`src/rtl/mips_pkg.sv`:
```
// Shared definitions for the MIPS fetch stage: redirect selects, NOP word,
// default reset PC, the fetch-buffer entry layout and an alignment helper.
package mips_pkg;

   localparam logic [1:0]  PC_SEL_NONE      = 2'b00;
   localparam logic [1:0]  PC_SEL_BRANCH    = 2'b01;
   localparam logic [1:0]  PC_SEL_JUMP      = 2'b10;
   localparam logic [1:0]  PC_SEL_JUMPR     = 2'b11;

   localparam logic [31:0] NOP_INSTR        = 32'h0000_0000;
   localparam logic [31:0] RESET_PC_DEFAULT = 32'h0000_0000;
   localparam logic [31:0] PC_STEP          = 32'h0000_0004;

   // One buffered instruction together with the PC+4 that decode needs.
   typedef struct packed {
      logic [31:0] instr;
      logic [31:0] pcPlus4;
   } bufEntry_t;

   // Instruction addresses are always word aligned; low two bits are dropped.
   function automatic logic [31:0] wordAlign(input logic [31:0] addr);
      return addr & 32'hFFFF_FFFC;
   endfunction

endpackage

```
`src/rtl/instr_fetch_unit_if.sv`:
```
// Instruction-memory request/response bus between the fetch stage (master)
// and the instruction memory (slave). Responses return in request order.
interface instr_fetch_unit_if;

   logic        imemReq;
   logic [31:0] imemAddr;
   logic        imemGnt;
   logic        imemRvalid;
   logic [31:0] imemRdata;

   modport master (
      output imemReq,
      output imemAddr,
      input  imemGnt,
      input  imemRvalid,
      input  imemRdata
   );

   modport slave (
      input  imemReq,
      input  imemAddr,
      output imemGnt,
      output imemRvalid,
      output imemRdata
   );

endinterface

```
`src/rtl/instr_fetch_unit_buffer.sv`:
```
// fetch_buffer: small synchronous FIFO of fetched instructions with a
// first-word-fall-through head. Flush empties it in one cycle; push and pop
// may happen together, including when full.
module fetch_buffer
   import mips_pkg::*;
#(
   parameter  int DEPTH = 2,
   localparam int AW    = $clog2(DEPTH),
   localparam int CW    = AW + 1
) (
   input  logic          i_clk,
   input  logic          i_rst,
   input  logic          i_push,
   input  logic          i_pop,
   input  logic          i_flush,
   input  bufEntry_t     i_data,
   output bufEntry_t     o_head,
   output logic          o_valid,
   output logic [CW-1:0] o_count
);

   localparam logic [CW-1:0] CNT_ZERO = {CW{1'b0}};
   localparam logic [CW-1:0] CNT_ONE  = {{(CW-1){1'b0}}, 1'b1};
   localparam logic [CW-1:0] CNT_FULL = CW'(DEPTH);
   localparam logic [AW-1:0] PTR_ZERO = {AW{1'b0}};
   localparam logic [AW-1:0] PTR_ONE  = {{(AW-1){1'b0}}, 1'b1};

   bufEntry_t     mem_r [DEPTH];
   logic [AW-1:0] wrPtr_r;
   logic [AW-1:0] rdPtr_r;
   logic [CW-1:0] count_r;
   logic          notEmpty_s;
   logic          doPop_s;
   logic          doPush_s;

   // Qualify push/pop; a pop frees the slot a same-cycle push writes into.
   always_comb begin
      notEmpty_s = (count_r != CNT_ZERO);
      doPop_s    = i_pop & notEmpty_s & ~i_flush;
      doPush_s   = i_push & ~i_flush & ((count_r != CNT_FULL) | doPop_s);
   end

   // Pointer and occupancy bookkeeping; flush behaves like a reset.
   always_ff @(posedge i_clk) begin
      if (i_rst || i_flush) begin
         wrPtr_r <= PTR_ZERO;
         rdPtr_r <= PTR_ZERO;
         count_r <= CNT_ZERO;
      end else begin
         if (doPush_s) wrPtr_r <= wrPtr_r + PTR_ONE;
         if (doPop_s)  rdPtr_r <= rdPtr_r + PTR_ONE;
         case ({doPush_s, doPop_s})
            2'b10:   count_r <= count_r + CNT_ONE;
            2'b01:   count_r <= count_r - CNT_ONE;
            default: count_r <= count_r;
         endcase
      end
   end

   // Entry storage; cleared on reset so the head never shows stale X.
   always_ff @(posedge i_clk) begin
      if (i_rst) begin
         for (int i = 0; i < DEPTH; i++) mem_r[i] <= '{instr: NOP_INSTR, pcPlus4: 32'h0000_0000};
      end else if (doPush_s) begin
         mem_r[wrPtr_r] <= i_data;
      end
   end

   // Head falls through from storage; an empty buffer presents a NOP entry.
   always_comb begin
      o_valid = notEmpty_s;
      o_count = count_r;
      o_head  = notEmpty_s ? mem_r[rdPtr_r] : '{instr: NOP_INSTR, pcPlus4: 32'h0000_0000};
   end

endmodule

```
`src/rtl/instr_fetch_unit.sv`:
```
// instr_fetch_unit: fetch stage of the pipelined MIPS core. Issues in-order
// instruction-memory requests bounded by free buffer space, squashes
// wrong-path responses after a redirect and feeds decode from fetch_buffer.
module instr_fetch_unit
   import mips_pkg::*;
#(
   parameter logic [31:0] RESET_PC = RESET_PC_DEFAULT,
   parameter int          DEPTH    = 2
) (
   input  logic                      i_clk,
   input  logic                      i_rst,
   input  logic                      i_StallD,
   input  logic                      i_PCSrcD,
   input  logic [1:0]                i_PC_SelD,
   input  logic [31:0]               i_PCBranchD,
   input  logic [31:0]               i_PCJumpD,
   input  logic [31:0]               i_RegJumpD,
   instr_fetch_unit_if.master        imem,
   output logic [31:0]               o_InstrD,
   output logic [31:0]               o_PCPlus4D,
   output logic                      o_ValidD
);

   localparam int              CW       = $clog2(DEPTH) + 1;
   localparam int              SW       = CW + 1;
   localparam logic [CW-1:0]   CNT_ZERO = {CW{1'b0}};
   localparam logic [CW-1:0]   CNT_ONE  = {{(CW-1){1'b0}}, 1'b1};
   localparam logic [SW-1:0]   DEPTH_W  = SW'(DEPTH);

   logic [31:0]   fetchPc_r;
   logic [31:0]   respPc_r;
   logic [CW-1:0] outstanding_r;
   logic [CW-1:0] drop_r;

   logic [31:0]   rawTarget_s;
   logic [31:0]   target_s;
   logic          redirect_s;
   logic [SW-1:0] occupancy_s;
   logic          imemReq_s;
   logic          accept_s;
   logic          dropNow_s;
   logic          push_s;
   logic          pop_s;
   bufEntry_t     pushData_s;
   bufEntry_t     bufHead_s;
   logic          bufValid_s;
   logic [CW-1:0] bufCount_s;

   // Redirect target mux; the low two bits are forced to zero.
   always_comb begin
      rawTarget_s = 32'h0000_0000;
      case (i_PC_SelD)
         PC_SEL_BRANCH: rawTarget_s = i_PCBranchD;
         PC_SEL_JUMP:   rawTarget_s = i_PCJumpD;
         PC_SEL_JUMPR:  rawTarget_s = i_RegJumpD;
         default:       rawTarget_s = 32'h0000_0000;
      endcase
      target_s = wordAlign(rawTarget_s);
   end

   // Request throttle, response steering and decode-slot pop.
   // Space counts in-flight words, so a stale response still holds its slot.
   always_comb begin
      redirect_s  = i_PCSrcD & ~i_StallD & (i_PC_SelD != PC_SEL_NONE);
      occupancy_s = {1'b0, bufCount_s} + {1'b0, outstanding_r};
      imemReq_s   = ~i_rst & ~redirect_s & (occupancy_s < DEPTH_W);
      accept_s    = imemReq_s & imem.imemGnt;
      dropNow_s   = imem.imemRvalid & (redirect_s | (drop_r != CNT_ZERO));
      push_s      = imem.imemRvalid & ~dropNow_s;
      pop_s       = bufValid_s & ~i_StallD;
      pushData_s  = '{instr: imem.imemRdata, pcPlus4: respPc_r + PC_STEP};
   end

   assign imem.imemReq  = imemReq_s;
   assign imem.imemAddr = fetchPc_r;

   // Fetch PC: jumps to the target on redirect, steps on each accepted request.
   always_ff @(posedge i_clk) begin
      if (i_rst)           fetchPc_r <= RESET_PC;
      else if (redirect_s) fetchPc_r <= target_s;
      else if (accept_s)   fetchPc_r <= fetchPc_r + PC_STEP;
      else                 fetchPc_r <= fetchPc_r;
   end

   // Address of the next response that will be kept.
   always_ff @(posedge i_clk) begin
      if (i_rst)           respPc_r <= RESET_PC;
      else if (redirect_s) respPc_r <= target_s;
      else if (push_s)     respPc_r <= respPc_r + PC_STEP;
      else                 respPc_r <= respPc_r;
   end

   // In-flight request count; redirect cycles never accept, so no special case.
   always_ff @(posedge i_clk) begin
      if (i_rst) begin
         outstanding_r <= CNT_ZERO;
      end else begin
         case ({accept_s, imem.imemRvalid})
            2'b10:   outstanding_r <= outstanding_r + CNT_ONE;
            2'b01:   outstanding_r <= outstanding_r - CNT_ONE;
            default: outstanding_r <= outstanding_r;
         endcase
      end
   end

   // Wrong-path responses still to be discarded after a redirect.
   always_ff @(posedge i_clk) begin
      if (i_rst)
         drop_r <= CNT_ZERO;
      else if (redirect_s)
         drop_r <= outstanding_r - {{(CW-1){1'b0}}, imem.imemRvalid};
      else if (imem.imemRvalid && (drop_r != CNT_ZERO))
         drop_r <= drop_r - CNT_ONE;
      else
         drop_r <= drop_r;
   end

   fetch_buffer #(.DEPTH(DEPTH)) uBuf (
      .i_clk   (i_clk),
      .i_rst   (i_rst),
      .i_push  (push_s),
      .i_pop   (pop_s),
      .i_flush (redirect_s),
      .i_data  (pushData_s),
      .o_head  (bufHead_s),
      .o_valid (bufValid_s),
      .o_count (bufCount_s)
   );

   // Decode slot comes straight from the buffer head register.
   always_comb begin
      o_ValidD   = bufValid_s;
      o_InstrD   = bufValid_s ? bufHead_s.instr   : NOP_INSTR;
      o_PCPlus4D = bufValid_s ? bufHead_s.pcPlus4 : 32'h0000_0000;
   end

endmodule
```
`src/flat_wrapper.sv`:
```
// flat-port wrapper written by rule: the top's interface ports become plain ports
module instr_fetch_unit_flat import mips_pkg::*;
#(
   parameter logic [31:0] RESET_PC = RESET_PC_DEFAULT,
   parameter int          DEPTH    = 2
)
  (i_clk, i_rst, i_StallD, i_PCSrcD, i_PC_SelD, i_PCBranchD, i_PCJumpD, i_RegJumpD, o_InstrD, o_PCPlus4D, o_ValidD, imem_imemReq, imem_imemAddr, imem_imemGnt, imem_imemRvalid, imem_imemRdata);
  instr_fetch_unit_if imem_i ();
  input  logic i_clk;
  input  logic i_rst;
  input  logic i_StallD;
  input  logic i_PCSrcD;
  input  logic [1:0] i_PC_SelD;
  input  logic [31:0] i_PCBranchD;
  input  logic [31:0] i_PCJumpD;
  input  logic [31:0] i_RegJumpD;
  output logic [31:0] o_InstrD;
  output logic [31:0] o_PCPlus4D;
  output logic o_ValidD;
  output wire logic [$bits(imem_i.imemReq)-1:0] imem_imemReq;
  output wire logic [$bits(imem_i.imemAddr)-1:0] imem_imemAddr;
  input wire logic [$bits(imem_i.imemGnt)-1:0] imem_imemGnt;
  input wire logic [$bits(imem_i.imemRvalid)-1:0] imem_imemRvalid;
  input wire logic [$bits(imem_i.imemRdata)-1:0] imem_imemRdata;
  assign imem_imemReq = imem_i.imemReq;
  assign imem_imemAddr = imem_i.imemAddr;
  assign imem_i.imemGnt = imem_imemGnt;
  assign imem_i.imemRvalid = imem_imemRvalid;
  assign imem_i.imemRdata = imem_imemRdata;
  instr_fetch_unit #(.RESET_PC(RESET_PC), .DEPTH(DEPTH)) u_core (.i_clk(i_clk), .i_rst(i_rst), .i_StallD(i_StallD), .i_PCSrcD(i_PCSrcD), .i_PC_SelD(i_PC_SelD), .i_PCBranchD(i_PCBranchD), .i_PCJumpD(i_PCJumpD), .i_RegJumpD(i_RegJumpD), .imem(imem_i), .o_InstrD(o_InstrD), .o_PCPlus4D(o_PCPlus4D), .o_ValidD(o_ValidD));
endmodule
```
`config.mk`:
```
export PLATFORM = sky130hd
export DESIGN_NAME = instr_fetch_unit_flat
export DESIGN_NICKNAME = d
export VERILOG_FILES = /design/src/rtl/mips_pkg.sv /design/src/rtl/instr_fetch_unit_if.sv /design/src/rtl/instr_fetch_unit_buffer.sv /design/src/rtl/instr_fetch_unit.sv /design/src/flat_wrapper.sv
export SDC_FILE = /design/constraint.sdc
export NUM_CORES = 1
export LEC_CHECK = 0
export ABC_AREA = 0
export CORE_UTILIZATION = 38
export CTS_BUF_LIST = sky130_fd_sc_hd__clkbuf_2 sky130_fd_sc_hd__clkbuf_4 sky130_fd_sc_hd__clkbuf_8
export DETAILED_ROUTE_END_ITERATION = 10
export HOLD_SLACK_MARGIN = 0.1
export PLACE_DENSITY = 0.73
export SLEW_MARGIN = 20
export SYNTH_ARGS = -nofsm -noshare
export SYNTH_HDL_FRONTEND = slang
export SYNTH_SLANG_ARGS = --single-unit
```
`constraint.sdc`:
```
create_clock -name i_clk -period 3.88 [get_ports i_clk]
set_input_delay 0.776 -clock i_clk [delete_from_list [all_inputs] [get_ports i_clk]]
set_output_delay 0.776 -clock i_clk [all_outputs]
set_load 0.02 [all_outputs]
```
# Word level (Yosys, flattened, before mapping)

Memory sizes are Yosys's and may differ from the RTL's. A register that Yosys moved wholly into a read port is not among the register bits.
Cells that the tools add are included.

Register bits after elaboration: 72
Latch bits: 0
Bits in writable memories: 128
Memory bits (read-only): 0
Logic and storage cells: 81
Memories kept: 1

Add/subtract/negate cells: 11
Multipliers: 0
Divide/modulo/power cells: 0
$lt $le $gt $ge: 1
Eq/ne operators: 8
Shift-type cells: 0
Mux-type cells: 21
Bitwise logic cells: 18
Reductions and logical operators: 12

Memory list:

| memory            | depth | bits a word | rd ports | clocked after Yosys merged registers in | wr ports | RTL line                      | source |
|---|---|---|---|---|---|---|---|
| u_core.uBuf.mem_r | 2     | 64          | 1        | 1                                       | 2        | instr_fetch_unit_buffer.sv:28 | `bufEntry_t mem_r [DEPTH];` |

Operators by type and width:

| cell                  | count |
|---|---|
| $mux 32               | 6 |
| $pmux 32 s3           | 1 |
| $add 32x3->32 const B | 2 |
| $mux 64               | 1 |
| $reduce_or 64->1      | 1 |
| $reduce_bool 2->1     | 8 |
| $and 1x1->1           | 12 |
| $mux 1                | 9 |
| $eq 2x2->1 const B    | 4 |
| $pmux 2 s2            | 2 |
| $eq 2x1->1 const B    | 3 |
| $sub 2x1->2 const B   | 3 |
| $add 2x1->2 const B   | 2 |
| $mux 2                | 2 |
| $not 1->1             | 4 |
| $add 2x2->3           | 1 |
| $lt 3x2->1 const B    | 1 |
| $add 1x1->1 const B   | 2 |
| $ne 2x2->1 const B    | 1 |
| $or 1x1->1            | 2 |
| $reduce_or 2->1       | 1 |
| $sub 2x1->2           | 1 |
| $logic_and 1x1->1     | 1 |
| $logic_or 1x1->1      | 1 |

# Longest topological paths before layout

Gate-level depths: netlist (run 1).

Depth in word-level cells: 14
Gate-level depth with buffers: 9

# Cells and area by module

From an unflattened synthesis (run 1), not the netlist that was laid out.

Cell total of the unflattened synthesis: 1165
Area total of the unflattened synthesis: 11158.2 um^2

By module, submodules not included:

| module           | times used | cells each | area an instance (um^2) |
|---|---|---|---|
| fetch_buffer     | 1          | 516        | 6093.3 |
| instr_fetch_unit | 1          | 649        | 5064.9 |

# Least setup slack after synthesis (run 1)

OpenSTA, ideal clock, no wires.

Kind: input -> register
From: in i_PC_SelD[0]
To: mem u_core.uBuf.mem_r[0][10] (netlist bit), enable pin
Library setup time: 0.430 ns
Arrival: 3.121 ns
Required time: 3.450 ns
Slack: 0.329 ns
Stages: 5
Buffers on the path: 1
Cells stage by stage: o21ai_0 -> or2_2 -> clkbuf_1 -> nand4b_1 -> nand2b_1

RTL lines:

| item               | RTL line                      | source |
|---|---|---|
| start: declaration | flat_wrapper.sv:13            | `input logic [1:0] i_PC_SelD;` |
| end: declaration   | instr_fetch_unit_buffer.sv:28 |  |

# Worst setup path after layout (run 1)

From: reg u_core.uBuf.count_r[0], in the netlist u_core.uBuf.o_count[0]
To: out imem_imemReq

Cells in the longest elaborated chain, start to end: 3

Ends and longest elaborated chain:

| item                     | RTL line                      | source |
|---|---|---|
| start: declaration       | instr_fetch_unit_buffer.sv:31 | `logic [CW-1:0] count_r;` |
| start signal: assignment | instr_fetch_unit_buffer.sv:53 | `2'b10: count_r <= count_r + CNT_ONE;` |
| start signal: assignment | instr_fetch_unit_buffer.sv:54 | `2'b01: count_r <= count_r - CNT_ONE;` |
| start signal: assignment | instr_fetch_unit_buffer.sv:55 | `default: count_r <= count_r;` |
| $add 2x2->3              | instr_fetch_unit.sv:65        | `occupancy_s = {1'b0, bufCount_s} + {1'b0, outstanding_r};` |
| $lt 3x2->1               | instr_fetch_unit.sv:66        | `imemReq_s = ~i_rst & ~redirect_s & (occupancy_s < DEPTH_W);` |
| $and 1x1->1              | instr_fetch_unit.sv:66        |  |
| end: declaration         | flat_wrapper.sv:20            | `output wire logic [$bits(imem_i.imemReq)-1:0] imem_imemReq;` |

Every way passes these cells.

==> results by group, run 1 <==
Outcome
  – Status: completed

Pwr
  – Max VDD drop: 0.215 mV
  – Share of power burned in registers: 50.6%
  – Comb power frac: just under 20%
  – Sw Ratio: between 20% and 30%
  – Total power: roughly 0.005 W
  – P_leak: 4.51 nW
  – Clock Power Share: 29.5%
  – Pwr/cell area: between 300 and 400 mW/mm2
  – Internal power: 0.00348 W
  – NetSw: approximately 0.0014 W

Synth
  – Synth top area share: a little under two fifths
  – Synth Instances: approximately 1000
  – YS warnings: 0
  – Number of distinct library cells after synthesis: ~50
  – Post-synth EDFFs: around 120
  – Largest area contributor in the netlist: edfxtp_1
  – Asr flop ratio synth: 0%
  – Post-synthesis sequential area ratio: between 50% and 60%
  – Mean Syn Cell Area: around 10 um2
  – Top cells by area, synth: edfxtp_1 37%, dfxtp_1 14%, mux2i_1 6.2%, nor2_1 5.4%, xor2_1 4.6%
  – Post-synth top flop: edfxtp_1
  – Synth Register Bits: around 190
  – Synthesized cell area: slightly above 0.01 mm2

Detailed routing
  – Drt drc: 0
  – Vias per std cell: 5.25
  – Initial DRT Pass Iterations: 4
  – Wirelength, routed: between 20000 and 30000 um
  – Avg WL per Cell: 17.3 um
  – Antenna Nets Post-Route: 0
  – Initial DRC count: between 600 and 700
  – Via count: between 8000 and 9000

Setup path
  – Worst reg2reg startpoint: u_core.uBuf.o_count[0]
  – Critical Path AT: 2.57 ns
  – R2r setup slk: 0.72 ns
  – Critical path cell sequence: and2_1, fa_1, nor3_1, clkdlybuf4s50_1
  – Crit path from: u_core.uBuf.o_count[0]
  – Worst setup EP type: output pin
  – Critical Path RT: 3.10 ns
  – Reg-to-reg endpoint: u_core.imem.imemAddr[22]
  – R2R depth: 7
  – Critical path class: register to output pin
  – Critical path peak fanout: 7
  – Slowest cell on crit path: clkdlybuf4s50_1
  – CP Capture Point: imem_imemReq
  – CP startpoint kind: register
  – CP peak stage delay: 0.67 ns

CTS
  – Clock-pin slew on the worst setup and hold paths: roughly 0.11 ns
  – CTS tree: built
  – Post-cts gate resize count: 0
  – Worst-Skew Late Latency: 0.47 ns
  – # hold bufs at CTS: 0
  – Clock sink count: ~190
  – CTS H-tree lvls: 4
  – CTS Root Cell: clkbuf_8
  – Setup Fix Bufs, Post-CTS: 0
  – Cts bufs inserted: 17
  – CTS Buffer Depth: 2

STA
  – # setup viols final: 0
  – Ratio of final minimum period to clock period: 86.3%
  – Minimum clock period: 3.35 ns
  – Fmax: between 200 and 300 MHz
  – Setup Skew: 0.0122 ns
  – Slew @ Worst Pin: about 1.0 ns
  – Pins Over Slew Limit: 0
  – Final hold vios: 0
  – RSZ-0062 raised after global routing: no
  – Slew Limit Headroom: between 30% and 40%
  – Setup tns final: 0 ns

Floorplan
  – Die width: 165 um
  – Die Footprint: 0.0272 mm2
  – Core area: ~0.026 mm2
  – # IOs: roughly 230
  – Die Ht: 165 um
  – Starting Density: around 39%
  – # rows: 59

Cells and area
  – Area Growth Syn to Fin: 30.4%
  – Most common cell after layout, fill and taps aside: clkdlybuf4s50_1
  – Fin util: 50.5%
  – Diode count: 0
  – Final layout net count: 1331
  – Fillers: approximately 2400
  – Final Non-Filler Cells: ~1500
  – Commonest non-fill, non-tap cells in the layout: 223 x clkdlybuf4s50_1, 143 x nor2_1, 124 x edfxtp_1, 71 x and2_1, 68 x dfxtp_1
  – Share of layout cells above drive strength 1: 8.65%

Global routing
  – Pin count of the biggest net entering global routing: 54
  – Global-route usage over all layers: about a fifth
  – Number of global-route vias before repair: a little under 8000
  – Grt total ovfl: 0
  – First-pass GRT wire length: 41100 um
  – Initial antenna violation count: 0

Place
  – Post-detail-place hpwl: approximately 19000 um
  – Placed cells: 1505
  – Gpl congestion: just under 0.9
  – Port-buffer cells: 223

Hold path
  – Hold Crit Class: register to register
  – Hold path cells: 2

Run
  – Max-cap viol count: 0
-- cells by family (layout without fill, tap and decap cells) --
family                   Yosys count  in the layout  share of synthesized area (%)
XOR/XNOR                          82             82                           7.12
flip-flops                       193            193                           50.6
multiplexers                      93             93                           9.60
other                              1              4                         0.0372
buffers and inverters             79            286                           3.25
AND/OR/NAND/NOR                  402            402                           19.9
AO/OA/AOI/OAI                    136            136                           8.65
adder cells (fa/ha/maj)            6              6                          0.818
-- worst min-delay path by stage --
stage,start,end,slack (ns)
finish,u_core.uBuf.wrPtr_r,u_core.uBuf.wrPtr_r,0.50
global route,u_core.uBuf.wrPtr_r,u_core.uBuf.wrPtr_r,0.52
global placement,u_core.uBuf.wrPtr_r,u_core.uBuf.wrPtr_r,0.46
floorplan,u_core.uBuf.wrPtr_r,u_core.uBuf.wrPtr_r,0.44
detailed placement,u_core.uBuf.wrPtr_r,u_core.uBuf.wrPtr_r,0.48
CTS,u_core.uBuf.wrPtr_r,u_core.uBuf.wrPtr_r,0.50
-- Yosys cell counts, drive strengths merged, types with 2 or more instances --
cell type and number:
a211oi 5, nor2 145, a22o 11, clkbuf 47, dfxtp 69, edfxtp 124, and2 71, nand2 51
o21ai 20, xnor2 29, a311oi 2, mux2i 63, nor4 12, a21oi 47, nand3 34, ha 5
nor3 20, buf 25, xor2 53, a31oi 4, nand4 28, a22oi 20, mux2 30, a21o 21
o21a 3, inv 7, or3 5, or2 6, nand2b 5, or4 4, and4 4, and3 11
-- power groups by stage --
stage / clock, W / combinational [W] / sequential [W]
final: 0.00143 / 0.000970 / 0.00246
after global routing: 0.00152 / 0.00106 / 0.00248
after CTS: 0.00145 / 0.000979 / 0.00246
after detailed placement: 0 / 0.000975 / 0.00251
after global placement: 0 / 0.000959 / 0.00250
after floorplan: 0 / 0.000535 / 0.00249
-- critical path, delay by kind of cell, from the launching register on --
family                     cells  cell delay [ns]
adders and majority gates      1             0.48
DFF                            1             0.50
and+or+nand+nor                2             0.45
buffers and inverters          1             0.67
-- state kept, by name (all words and copies together) (netlist names), named ones only --
register	count
u_core.drop_r	2
u_core.imem.imemAddr	30
u_core.outstanding_r	2
u_core.respPc_r	30
u_core.uBuf.mem_r	124
u_core.uBuf.o_count	2
u_core.uBuf.rdPtr_r	1
u_core.uBuf.wrPtr_r	1
-- per-stage QoR --
step	instance area, um2	setup WS [ns]	hold WS [ns]
finish	13200	0.532	0.496
global route	13200	0.352	0.524
CTS	13200	0.472	0.496
detailed placement	12700	0.536	0.483
global placement	12700	0.510	0.460
floorplan	10100	0.329	0.444
-- area by class of cell --
class	count	area [um2]	area share [%]
Multi-Input combinational cell	723	4690	35.7
Timing Repair Buffer	247	2470	18.8
Clock buffer	17	234	1.78
Tap cell	335	419	3.19
Inverter	7	26.3	0.200
Sequential cell	193	5110	38.8
Clock inverter	15	201	1.53
-- per-layer routing --
metal  GRT usage, %  wire (um)  up-vias
met5              0          0        -
met4           5.34        359        0
met3           4.45       2080       26
met2           32.9      12500      310
met1           25.2      11600     3824
li1               -          -     3911
No activity file was read; power rests on OpenSTA's default activity.
==> inputs of run 2 (changes only) <==
- GPL_ROUTABILITY_DRIVEN: not set -> 0
==> results of run 2 <==
No change in the layout: final DEF, timing and power equal those of run 1.
==> variant, RTL diff (config.mk and constraints of run 2) <==
Make the reset (`i_rst`) asynchronous in 5 clocked blocks.
--- a/src/rtl/instr_fetch_unit_buffer.sv
+++ b/src/rtl/instr_fetch_unit_buffer.sv
@@ -59,5 +59,5 @@
 
    // Entry storage; cleared on reset so the head never shows stale X.
-   always_ff @(posedge i_clk) begin
+   always_ff @(posedge i_clk or posedge i_rst) begin
       if (i_rst) begin
          for (int i = 0; i < DEPTH; i++) mem_r[i] <= '{instr: NOP_INSTR, pcPlus4: 32'h0000_0000};
--- a/src/rtl/instr_fetch_unit.sv
+++ b/src/rtl/instr_fetch_unit.sv
@@ -76,5 +76,5 @@
 
    // Fetch PC: jumps to the target on redirect, steps on each accepted request.
-   always_ff @(posedge i_clk) begin
+   always_ff @(posedge i_clk or posedge i_rst) begin
       if (i_rst)           fetchPc_r <= RESET_PC;
       else if (redirect_s) fetchPc_r <= target_s;
@@ -84,5 +84,5 @@
 
    // Address of the next response that will be kept.
-   always_ff @(posedge i_clk) begin
+   always_ff @(posedge i_clk or posedge i_rst) begin
       if (i_rst)           respPc_r <= RESET_PC;
       else if (redirect_s) respPc_r <= target_s;
@@ -92,5 +92,5 @@
 
    // In-flight request count; redirect cycles never accept, so no special case.
-   always_ff @(posedge i_clk) begin
+   always_ff @(posedge i_clk or posedge i_rst) begin
       if (i_rst) begin
          outstanding_r <= CNT_ZERO;
@@ -105,5 +105,5 @@
 
    // Wrong-path responses still to be discarded after a redirect.
-   always_ff @(posedge i_clk) begin
+   always_ff @(posedge i_clk or posedge i_rst) begin
       if (i_rst)
          drop_r <= CNT_ZERO;
Formal check against the unedited RTL: differs if i_rst is asserted again (counterexample within 4 cycles, from zero or initial values and one cycle with i_rst high); with i_rst held inactive, the same outputs for 4 cycles.
==> variant against run 2 <==
The flow now finishes with violations (design-rule violations). Synthesized area is 0.82% higher. Wire length fell by 2.8%. Worst hold slack lost 0.012 ns. Cell count fell by 0.33%. Final area decreased by 0.65%. Highest routed layer unchanged. Sequential cell count is 1 lower. Global-route usage fell by 0.46 points. Setup slack lost 0.031 ns.
Power is not compared: it rests on default switching activity, and its combinational part moved more than twofold at a synthesized area within 25%.
==> variant: results (changes against run 2) <==
Routed WL 25800 um (-2.8%); global-route wire length before repair 42200 um (+2.7%); top cells by count, synth dfrtp_1, nand2_1, mux2_2, nor2_1; CP arrival 2.60 ns (+0.03 ns); failing checks design-rule violations; htree depth 4 (unchanged); Worst-path clk slew 0.12 ns; prevailing post-synth register cell dfrtp_1; outcome finished with violations; vias in the first global route 8042 (+2.5%); synth unique cells 55 (+12%); Final Skew 0.0338 ns (+0.0216 ns); worst vdd ir 0.219 mV; Post-Route M1 WL 11500 um (-1.1%); Ys Warns 0 (unchanged); fin cells 1532 (-0.33%); pin count of the biggest net entering global routing 189 (+250%); Slew @ Worst Pin 0.991 ns (-0.0421 ns); initial antenna violation count 0 (unchanged); M2 GR Usage 30.6% (-2.3 points); pre-CTS setup slack 0.546 ns (+0.00986 ns); asr flop ratio synth 97.9% (+98 points); Area contributors post-synth dfrtp_1, mux2_2, mux2i_1, xor2_1, nand2_1; clk_lat worst skew 0.49 ns (+0.02 ns); postcts setup bufs 0 (unchanged); share of cells above drive strength 1 13.1% (+4.5 points); met3 Track Usage GR 4.49% (+0.047 points); Crit Path Max Fanout 7 (unchanged); met2 WL 11900 um (-4.4%); Largest register FFs 124 (unchanged); number of inserted diodes 0 (unchanged); LEAKAGE 5.04 nW; DP HPWL 18300 um (-4.8%); GRT busiest layer met2; all-layer global routing usage 19.2% (-0.46 points); CTS buffer count 17 (unchanged); DRC viols 36 (+36); M1 GR Usage 25.7% (+0.46 points); first-pass iteration count of the detailed router 8 (+4); WL met3 1760 um (-15%); Hold Path Class reg -> reg; vias per inst 5.32 (+1.3%); Gate Count Post-Synth 1002 (+1.0%); post-synthesis sequential area ratio 47.0% (-3.6 points); 1st-iter DRT viols 606 (-4.0%); Final nets 1326 (-0.38%)
## variant: cell types whose count changed after synthesis, moves of 14 or more
| cell | delta |
|---|---|
| nand2_1 | +46 |
| a22oi_1 | -19 |
| and2_1 | -67 |
| edfxtp_1 | -124 |
| dfxtp_1 | -65 |
| nor2_1 | -57 |
| buf_2 | +14 |
| a21o_1 | -20 |
| mux2_2 | +62 |
| o21ai_0 | +44 |
| a221oi_1 | +28 |
| dfrtp_1 | +188 |
## variant: layout make-up
type | count | area (um^2)
fill | 2421 | 13100
clock inverter | 12 | 118
multi-input combinational | 727 | 5040
inverter | 8 | 33.8
clock buffer | 20 | 269
tap | 335 | 419
sequential | 192 | 4790
timing repair buffer | 238 | 2410
## variant: cell families (layout without fill, tap and decap cells)
group	after synthesis	after routing	share of synthesized area, %
AOI/OAI and AO/OA	164	164	9.48
muxes	159	159	16.8
adders and majority gates	6	6	0.812
DFF	192	192	47.0
other	1	4	0.0369
xor gates and xnor gates	87	87	7.49
buffers and inverters	86	278	3.67
and+or+nand+nor	307	307	14.7
## variant: final timing paths
| kind | start | endpoint | slack (ns) | cells past startpoint |
|---|---|---|---|---|
| worst min register to register | u_core.uBuf.mem_r[81]$_DFFE_PP0P_ | u_core.uBuf.mem_r[81]$_DFFE_PP0P_ | 0.48 | 2 |
| worst max register to register | u_core.uBuf.o_count[0]$_SDFFE_PP0P_ | u_core.imem.imemAddr[31]$_DFFE_PP0P_ | 0.98 | 7 |
| min in group asynchronous | i_rst | u_core.respPc_r[28]$_DFFE_PP0P_ | 1.19 | 3 |
| worst min-delay path | u_core.uBuf.mem_r[81]$_DFFE_PP0P_ | u_core.uBuf.mem_r[81]$_DFFE_PP0P_ | 0.48 | 2 |
| max in group asynchronous | i_rst | u_core.uBuf.mem_r[49]$_DFFE_PP0P_ | 1.97 | 3 |
| worst max-delay path | u_core.uBuf.o_count[0]$_SDFFE_PP0P_ | imem_imemReq | 0.50 | 4 |
## variant: power groups by stage
stage	clock (mW)	combinational, mW	sequential, mW
floorplan	0	1.63	3.24
global placement	0	2.40	3.28
detailed placement	0	2.45	3.33
CTS	1.33	2.46	3.29
global route	1.40	2.70	3.40
finish	1.29	2.43	3.29
## variant: critical path: stages, from the launching register on
cell and delay [ns]:
dfxtp_1 0.50, and2_1 0.19, fa_1 0.47, nor4_1 0.28
clkdlybuf4s50_1 0.68
## variant: through the flow
| stage | cell area [um^2] | power, mW |
|---|---|---|
| after floorplan | 10200 | 4.87 |
| after global placement | 12700 | 5.68 |
| after detailed placement | 12700 | 5.78 |
| after CTS | 13100 | 7.08 |
| after global routing | 13100 | 7.51 |
| final | 13100 | 7.01 |
